**src/rtl/in_port_pkg.sv**
```systemverilog
// in_port_pkg: shared defaults and width helpers for the input-port buffer.
package in_port_pkg;
  localparam int DEF_WIDTH = 32;
  localparam int DEF_DEPTH = 8;
  function automatic int ptr_w(input int depth);
    return depth > 1 ? $clog2(depth) : 1;
  endfunction
  localparam int DEF_CNT_W = ptr_w(DEF_DEPTH) + 1;
endpackage

```
**src/rtl/in_port_fifo_mem.sv**
```systemverilog
// in_port_fifo_mem: DEPTH x WIDTH register array, one write port, async read port.
module in_port_fifo_mem #(
  parameter int WIDTH = 32,
  parameter int DEPTH = 8,
  parameter int PW = 3
) (
  input  logic             clk,
  input  logic             we,
  input  logic [PW-1:0]    wa,
  input  logic [WIDTH-1:0] wd,
  input  logic [PW-1:0]    ra,
  output logic [WIDTH-1:0] rd
);
  logic [WIDTH-1:0] mem [DEPTH];
  always_ff @(posedge clk) if (we) mem[wa] <= wd;
  assign rd = mem[ra];
endmodule

```
**src/rtl/in_port_buffer.sv**
```systemverilog
// in_port_buffer: FWFT input-port FIFO feeding the datapath IN port with sticky error flags.
// Define IN_PORT_HOLD_LAST_EN to keep the last popped word on INdata while empty.
module in_port_buffer
  import in_port_pkg::*;
#(
  parameter int WIDTH = DEF_WIDTH,
  parameter int DEPTH = DEF_DEPTH
) (
  input  logic                      Clock,
  input  logic                      GlobalReset,
  input  logic [WIDTH-1:0]          ExtData,
  input  logic                      ExtValid,
  output logic                      ExtReady,
  input  logic                      INpop,
  output logic [WIDTH-1:0]          INdata,
  output logic                      INvalid,
  output logic [$clog2(DEPTH):0]    Count,
  input  logic                      ClearFlags,
  output logic                      Overflow,
  output logic                      Underflow
);
  localparam int PW = ptr_w(DEPTH);
  localparam int CW = $clog2(DEPTH) + 1;
  logic [PW-1:0] wr_ptr, rd_ptr;
  logic [CW-1:0] cnt;
  logic [WIDTH-1:0] rd_data;
  logic full, empty, push, pop, ovf, udf;
  assign full  = cnt == CW'(DEPTH);
  assign empty = cnt == '0;
  assign push  = ExtValid & ~full;
  assign pop   = INpop & ~empty;
  in_port_fifo_mem #(.WIDTH(WIDTH), .DEPTH(DEPTH), .PW(PW)) u_mem (
    .clk(Clock),
    .we (push),
    .wa (wr_ptr),
    .wd (ExtData),
    .ra (rd_ptr),
    .rd (rd_data)
  );
  always_ff @(posedge Clock or negedge GlobalReset) begin
    if (!GlobalReset) begin
      wr_ptr <= '0;
      rd_ptr <= '0;
      cnt    <= '0;
      ovf    <= 1'b0;
      udf    <= 1'b0;
    end else begin
      if (push) wr_ptr <= wr_ptr + 1'b1;
      if (pop) rd_ptr <= rd_ptr + 1'b1;
      cnt <= cnt + CW'(push) - CW'(pop);
      ovf <= (ovf & ~ClearFlags) | (ExtValid & full);
      udf <= (udf & ~ClearFlags) | (INpop & empty);
    end
  end
`ifdef IN_PORT_HOLD_LAST_EN
  logic [WIDTH-1:0] last;
  always_ff @(posedge Clock or negedge GlobalReset) begin
    if (!GlobalReset) last <= '0;
    else if (pop) last <= rd_data;
  end
  assign INdata = empty ? last : rd_data;
`else
  assign INdata = empty ? '0 : rd_data;
`endif
  assign ExtReady  = ~full;
  assign INvalid   = ~empty;
  assign Count     = cnt;
  assign Overflow  = ovf;
  assign Underflow = udf;
endmodule
```
**config.mk**
```make
export PLATFORM = sky130hd
export DESIGN_NAME = in_port_buffer
export DESIGN_NICKNAME = d
export VERILOG_FILES = /design/src/rtl/in_port_pkg.sv /design/src/rtl/in_port_fifo_mem.sv /design/src/rtl/in_port_buffer.sv
export SDC_FILE = /design/constraint.sdc
export NUM_CORES = 1
export LEC_CHECK = 0
export CAP_MARGIN = 10
export CORE_MARGIN = 5
export CORE_UTILIZATION = 45
export CTS_CLUSTER_DIAMETER = 80
export DETAILED_ROUTE_END_ITERATION = 8
export DONT_BUFFER_PORTS = 1
export PLACE_DENSITY_LB_ADDON = 0.2
export SLEW_MARGIN = 10
export SYNTH_ARGS = -nofsm -noshare
export SYNTH_HDL_FRONTEND = slang
export SYNTH_HIERARCHICAL = 1
export SYNTH_SLANG_ARGS = --single-unit
```
**constraint.sdc**
```tcl
create_clock -name Clock -period 4.1 [get_ports Clock]
set_input_delay 1.025 -clock Clock [delete_from_list [all_inputs] [get_ports Clock]]
set_output_delay 1.025 -clock Clock [all_outputs]
set_load 0.02 [all_outputs]
```
==> results of run 1 <==
==> cells by family after synthesis <==
logic type | count (synthesis) | synth area share, %
and+or+nand+nor | 51 | 2.83
buffers and inverters | 34 | 1.83
adders and majority gates | 9 | 1.13
muxes | 98 | 18.6
AOI/OAI and AO/OA | 4 | 0.235
xor gates and xnor gates | 6 | 0.493
DFF | 268 | 74.9
==> final timing paths <==
path                       slack, ns   startpoint  depth (start not counted)   endpoint
max                             0.45    rd_ptr[0]                          4  INdata[2]
min                             0.19  GlobalReset                          0  rd_ptr[0]
max reg2reg                     0.99     Count[2]                         10   Count[2]
min reg2reg                     0.50    wr_ptr[2]                          1  wr_ptr[2]
max in group asynchronous       3.82  GlobalReset                          0  rd_ptr[2]
min in group Clock              0.50    wr_ptr[2]                          1  wr_ptr[2]
==> power by group through the flow <==
stage	logic (mW)	registers (mW)	clock network, mW
finish	2.66	3.78	2.56
global route	2.85	3.83	2.75
CTS	2.73	3.79	2.63
detailed placement	2.71	3.84	0
global placement	2.68	3.82	0
floorplan	2.21	3.65	0
==> critical path, delay by kind of cell, from the launching register on <==
kind / cells / cell delay [ns]
buffers and inverters: 1 / 0.30
flip-flops: 1 / 0.71
multiplexers: 2 / 0.86
AND/OR/NAND/NOR: 1 / 0.22
==> registers in the layout, summed over array words and instances, names as in the netlist <==
| name | count |
|---|---|
| u_mem/mem | 256 |
| Underflow | 1 |
| Overflow | 1 |
| Count | 4 |
| rd_ptr | 3 |
| wr_ptr | 3 |
==> metal layers <==
layer,wire [µm],share of wire (%)
met1,8540,43
met2,10100,50
met3,1110,5.5
met4,298,1.5
met5,0,0
==> layout make-up <==
class	count	area (µm²)
clock buffer	34	723
clock inverter	18	236
fill	1860	11200
inverter	12	45.0
multi-input combinational	168	2530
sequential	268	7990
tap	319	399
timing repair buffer	23	223
==> layout by cell type, fill, tap and decap left out, drive strengths merged <==
cell      Yosys  routed
a21o          1       1
a21oi         1       1
and2         33      33
buf          18      23
bufinv        0       5
clkbuf        4      34
clkinv        0      11
clkinvlp      0       1
dfrtp        12      12
edfxtp      256     256
fa            1       1
ha            8       8
inv          12      13
mux2         34      34
mux4         64      64
nand2         3       3
nand2b        3       3
nand3         2       2
nor2          6       6
nor3          2       2
o22ai         2       2
or3b          2       2
xnor2         4       4
xor2          2       2
==> per-stage QoR <==
stage	cells	setup WS, ns	utilization, %
detailed placement	790	0.934	47.8
global placement	790	0.931	47.8
finish	842	0.446	51.9
global route	842	0.297	51.9
CTS	842	0.365	51.9
floorplan	470	0.144	-
==> flow_summary.toml, run 1 <==
[sta]
slew_headroom_pct = 39.4
fmax_mhz = 274
finalSetupTns_ns = 0
min_period_ns = 3.65
finalSetupViolations = 0
tightest_slew_ns = 0.909
finClkSkew_ns = 0.0197
finalMaxSlewViolations = 0
finalHoldViolCount = 0
rsz0062_at_grt = "false"
min_period_over_period_pct = 89.1
holdWs_ns = 0.194

[final_layout]
drive_gt1_share_pct = 26.0
synthToLayoutAreaGrowth_pct = 14.0
diodes = 0
nets = 547
fin_area_mm2 = 0.0122

[worst_setup_path]
start_kind = "register"
cp_cell_sequence = "buf_4, mux4_1, mux2_2, and2_1"
slowest_stage = "dfrtp_4"
path_max_fanout = 24
end_kind = "primary output"
slowest_delay_ns = 0.71
critPathArrivalTime_ns = 2.63
cp.required_ns = 3.07
critical_path_class = "register to primary output"

[yosys]
synth_common_cells = "edfxtp_1, mux4_1, mux2_2, and2_1, mux4_2"
ys_async_sr_fraction_pct = 4.48
synth_edf_count = 256
synth-seq-cells = 268
netlist_top_cells_area = "edfxtp_1, mux4_1, mux4_2"
synth_nets = 516
synthCells = 470
netlist_area_mm2 = 0.0107
synth_top_area_share_pct = 72.1
yosys_warnings = 6
yosysMostFrequentCell = "edfxtp_1"
syn_area_per_cell_um2 = 22.7
synth_ff_type = "edfxtp_1"
ys_types = 28
synth_area_leader_cell = "edfxtp_1"
synth_seq_area_share_pct = 74.9

[clock_network]
cts_root_buf = "clkbuf_16"
cts_resized = 0
numCtsBuffers = 28
cts_buffer_depth = 3
cts_tree = "built"
cts_setup_buffers = 0
cts.sinks = 268
ctsHoldBuffers = 0
ctsHtreeMaxLevel = 1
clk_latency_ns = 0.53
clk_pin_slew_ns = 0.06

[pwr]
combinationalPowerShare_pct = 29.5
finalPower_mw = 9.00
p_sw_share_pct = 30.5
power_density_mw_per_mm2 = 740
power_leakage_nw = 4.03
peakVddDrop_v = 0.000420
pwr-share-seq_pct = 42.0
pwr-share-clk_pct = 28.5
power.internal_mw = 6.26
p_sw_mw = 2.74

[routing]
first_iter_violations = 255
wl_per_cell_um = 23.8
drc = 0
routed_wirelength_mm = 20.0
viasPerCell = 5.43
vias = 4576
dr.pass1.iters = 4
antenna_left = 0

[grt]
grt_pass1_wl_mm = 30.5
use_met1_pct = 20.3
grt_max_degree = 37
track_usage_pct = 15.3
grt_pass1_vias = 4871
met2_usage_pct = 26.1
top_usage_layer = "met2"
antenna_found_initial = 0
overflow = 0
grt_use_met3_pct = 3.56

[placement]
dp_hpwl_mm = 12.0
portBuffers = 0
gp_congestion = 0.665
place_area_mm2 = 0.0112

[floorplanning]
io_pins = 77
die_y_um = 164
core_area_mm2 = 0.0234
std_cell_rows = 56
fp.dieW_um = 164
dieArea_mm2 = 0.0269
start_util_pct = 45.6

[run_status]
outcome = "complete, no violations"

[min_path]
hold_class = "input port to asynchronous set/reset pin"

[job]
maxCapViolCount = 0
(Power assumes the default switching activity.)
==> run 2: changes to the inputs <==
PLACE_DENSITY_LB_ADDON = unset   (was 0.2)
==> run 2 against run 1 <==
  * Clock power decreased by 2%
  * Core utilization is 0.36 points lower
  * Setup slack lost 0.21 ns
  * First-iteration DRC count rose by 13%
  * Non-clock buffer count down 7
  * Total power shrank 1.1%
  * Largest power group unchanged
  * Global-route usage fell by 0.15 points
  * Clock skew down 0.013 ns
  * Combinational power down 3%
  * Flip-flop and latch count is the same
  * Cell count decreased by 1.1%
==> flow_summary.toml, run 2 (synthesized netlist as in run 1, its figures left out) <==
[routing]
drc = 0
routed_wirelength_mm = 19.9
first_iter_violations = 287
antenna_left = 0
dr.pass1.iters = 6
viasPerCell = 5.45
wl_per_cell_um = 23.8
vias = 4539

[final_layout]
largest_register_ffs = 256
drive_gt1_share_pct = 25.9
synthToLayoutAreaGrowth_pct = 13.2
layout_commonest_cell = "edfxtp_1"
diodes = 0
nets = 540
fin_area_mm2 = 0.0121
largest-register = "u_mem/mem"
final_cell_mix = "edfxtp_1, mux4_1, mux2_2, and2_1, clkbuf_16"

[grt]
track_usage_pct = 15.1
antenna_found_initial = 0
grt_pass1_wl_mm = 30.3
top_usage_layer = "met2"
grt_max_degree = 39
use_met1_pct = 19.9
grt_pass1_vias = 4934
grt_use_met3_pct = 3.79
overflow = 0
met2_usage_pct = 25.6

[pwr]
peakVddDrop_v = 0.000356
finalPower_mw = 8.90
power_leakage_nw = 3.99
power_density_mw_per_mm2 = 737

[worst_setup_path]
startpoint = "rd_ptr[0]"
critical_path_class = "register to primary output"
cp_cell_sequence = "buf_4, mux4_1, mux2_2, and2_1"
cp_top_family = "flip-flops"
cp.required_ns = 3.07
cp.buffers_inverters = 1
slowest_stage = "dfrtp_4"
slowest_delay_ns = 0.89
path_max_fanout = 38
start_kind = "register"
end_kind = "primary output"
critPathArrivalTime_ns = 2.84
r2r_start = "Count[2]"

[clock_network]
clk_pin_slew_ns = 0.06
cts_root_buf = "clkbuf_16"
clk_latency_ns = 0.53
cts_setup_buffers = 0
cts_buffer_depth = 3
cts.sinks = 268
cts_tree = "built"
ctsHoldBuffers = 0
cts_resized = 0
ctsHtreeMaxLevel = 1
numCtsBuffers = 28

[floorplanning]
fp.dieW_um = 164
std_cell_rows = 56
dieArea_mm2 = 0.0269
core_area_mm2 = 0.0234
start_util_pct = 45.6
die_y_um = 164
io_pins = 77

[run_status]
outcome = "complete, no violations"

[sta]
finalHoldViolCount = 0
finalSetupTns_ns = 0
fmax_mhz = 259
min_period_ns = 3.86
finalMaxSlewViolations = 0
finClkSkew_ns = 0.00682
min_period_over_period_pct = 94.2
slew_headroom_pct = 40.7
finalSetupViolations = 0
tightest_slew_ns = 0.889
fin_ws_ns = 0.239
rsz0062_at_grt = "false"

[placement]
portBuffers = 0
place_area_mm2 = 0.0111
gp_congestion = 0.709
dp_hpwl_mm = 11.2
pre_cts_ws_ns = 0.760

[min_path]
hold_class = "input port to asynchronous set/reset pin"

[job]
maxCapViolCount = 0
[run 2: area by class of cell]
type / count / area [µm²]
clock buffers: 30 / 708
clock inverters: 20 / 219
fillers: 1895 / 11300
inverters: 12 / 45.0
multi-input cells: 168 / 2530
flip-flops and latches: 268 / 7990
well taps: 319 / 399
repair buffers: 16 / 170
[run 2: report_power, final]
part / internal (mW) / total (mW) / switching (mW) / leakage (nW)
clock: 1.50 / 2.51 / 1.01 / 0.453
sequential: 3.47 / 3.80 / 0.329 / 2.47
combinational: 1.19 / 2.59 / 1.40 / 1.07
[run 2: worst register-to-register path, cell delays in order, from the launching register on]
cell     delay (ns)
dfrtp_1        0.46
inv_1          0.14
ha_1           0.16
or3b_2         0.81
and2_4         0.35
ha_1           0.27
inv_1          0.05
ha_1           0.15
inv_1          0.06
fa_1           0.41
xnor2_1        0.18
[run 2: layer usage]
| layer | wire length (µm) | vias up |
|---|---|---|
| li1 | - | 2005 |
| met1 | 8420 | 2403 |
| met2 | 9890 | 101 |
| met3 | 1150 | 30 |
| met4 | 398 | 0 |
| met5 | 0 | - |
[run 2: final timing paths]
check,endpoint,slack (ns),cells after the start
max,INdata[6],0.24,4
max in group asynchronous,rd_ptr[2],3.83,0
min in group Clock,wr_ptr[2],0.51,1
min,Overflow,0.18,0
max reg2reg,Count[2],0.96,10
min reg2reg,wr_ptr[2],0.51,1
[run 2: through the flow]
stage	hold slack [ns]	std cells	utilization [%]
global route	0.156	833	51.6
floorplan	0.444	470	-
global placement	0.485	783	47.6
detailed placement	0.501	783	47.6
CTS	0.157	833	51.6
finish	0.185	833	51.6
==> run 3: changes to the inputs <==
clock period = 4.8 ns   (was 4.1 ns; I/O delays follow)
==> run 3 against run 2 <==
  * Sequential power is 12% lower
  * Setup slack better by 0.35 ns
  * Clock-buffer cell count is 6 higher
  * Largest cell class unchanged
  * Hold slack better by 0.18 ns
  * Via count is 0.33% lower
==> flow_summary.toml, run 3 (synthesized netlist as in run 1, its figures left out) <==
[run_status]
outcome = "complete, no violations"

[routing]
first_iter_violations = 245
vias = 4524
routed_wirelength_mm = 20.0
wl_per_cell_um = 24.1
dr.pass1.iters = 4
drc = 0
viasPerCell = 5.46
antenna_left = 0

[worst_setup_path]
r2r_setup_slack_ns = 1.62
critPathArrivalTime_ns = 3.01
start_kind = "register"
cp.required_ns = 3.60
path_max_fanout = 40
reg2reg_depth = 10
end_kind = "primary output"
r2r_start = "Count[2]"
critical_path_class = "register to primary output"
r2r_end = "Count[2]"

[floorplanning]
die_y_um = 164
io_pins = 77
core_area_mm2 = 0.0234
std_cell_rows = 56
start_util_pct = 45.6
fp.dieW_um = 164
dieArea_mm2 = 0.0269

[clock_network]
cts_resized = 0
clk_pin_slew_ns = 0.06
cts_tree = "built"
ctsHtreeMaxLevel = 1
cts_root_buf = "clkbuf_16"
ctsHoldBuffers = 0
cts_setup_buffers = 0
cts.sinks = 268
numCtsBuffers = 28
cts_buffer_depth = 3
clk_latency_ns = 0.53

[final_layout]
largest-register = "u_mem/mem"
drive_gt1_share_pct = 23.7
diodes = 0
fin_area_mm2 = 0.0119
synthToLayoutAreaGrowth_pct = 11.8
nets = 536
final_cell_mix = "edfxtp_1, mux4_1, mux2_2, and2_1, clkbuf_16"
largest_register_ffs = 256
layout_commonest_cell = "edfxtp_1"

[sta]
finalHoldViolCount = 0
min_period_over_period_pct = 87.6
slew_headroom_pct = 30.3
finalSetupViolations = 0
fmax_mhz = 238
min_period_ns = 4.21
tightest_slew_ns = 1.05
rsz0062_at_grt = "false"
finalMaxSlewViolations = 0
finClkSkew_ns = 0.00668
finalSetupTns_ns = 0

[placement]
gp_congestion = 0.667
dp_hpwl_mm = 11.1
place_area_mm2 = 0.0111
portBuffers = 0

[grt]
grt_pass1_wl_mm = 30.5
track_usage_pct = 15.3
grt_pass1_vias = 4962
grt_max_degree = 41
antenna_found_initial = 0
overflow = 0

[min_path]
hold_class = "input port to asynchronous set/reset pin"

[job]
maxCapViolCount = 0

[pwr]
finalPower_mw = 7.39
peakVddDrop_v = 0.000375
power_density_mw_per_mm2 = 620
power_leakage_nw = 3.92
## run 3: cell types whose count changed in the layout (fill, tap and decap cells not counted), moves of 2 or more
cell	previous run	this run
buf_12	4	1
bufinv_16	4	1
clkbuf_1	2	7
clkinv_1	4	7
clkinv_2	7	5
## run 3: final cells by class
cell class	instances	area (µm²)
clock buffers	36	752
clock inverters	14	88.8
fillers	1872	11500
inverters	12	45.0
multi-input cells	168	2530
flip-flops and latches	268	7990
well taps	319	399
repair buffers	12	103
## run 3: power breakdown
group	switching (mW)	internal, mW
Combinational	1.12	0.981
Clock	0.816	1.15
Sequential	0.364	2.96
Total	2.30	5.09
## run 3: how the worst max path moves through the flow
| stage | start | endpoint | cells after the start |
|---|---|---|---|
| floorplan | ExtValid | u_mem/mem[0][0] | 4 |
| global placement | rd_ptr[0] | INdata[25] | 4 |
| detailed placement | rd_ptr[0] | INdata[5] | 4 |
| CTS | rd_ptr[0] | INdata[5] | 4 |
| global route | rd_ptr[0] | INdata[26] | 4 |
| finish | rd_ptr[0] | INdata[5] | 4 |
## run 3: metrics by stage
step / setup slack, ns / instances / hold WS (ns) / utilization (%)
after floorplan: 0.697 / 470 / 0.444 / -
after global placement: 1.11 / 779 / 0.479 / 47.3
after detailed placement: 1.07 / 779 / 0.486 / 47.3
after CTS: 0.506 / 829 / 0.344 / 50.9
after global routing: 0.433 / 829 / 0.340 / 50.9
final: 0.593 / 829 / 0.366 / 50.9
## run 3: critical path, stage by stage (launching register included)
cell	delay, ns
dfrtp_4	0.94
buf_4	0.44
mux4_1	0.60
mux2_2	0.28
and2_1	0.21
## run 3: per-layer routing
metal / part of all wire, % / vias up / track usage (%)
li1: - / 1995 / -
met1: 42 / 2388 / 20.2
met2: 50 / 112 / 25.9
met3: 6.1 / 29 / 3.81
met4: 1.8 / 0 / 3.24
met5: 0 / - / 0
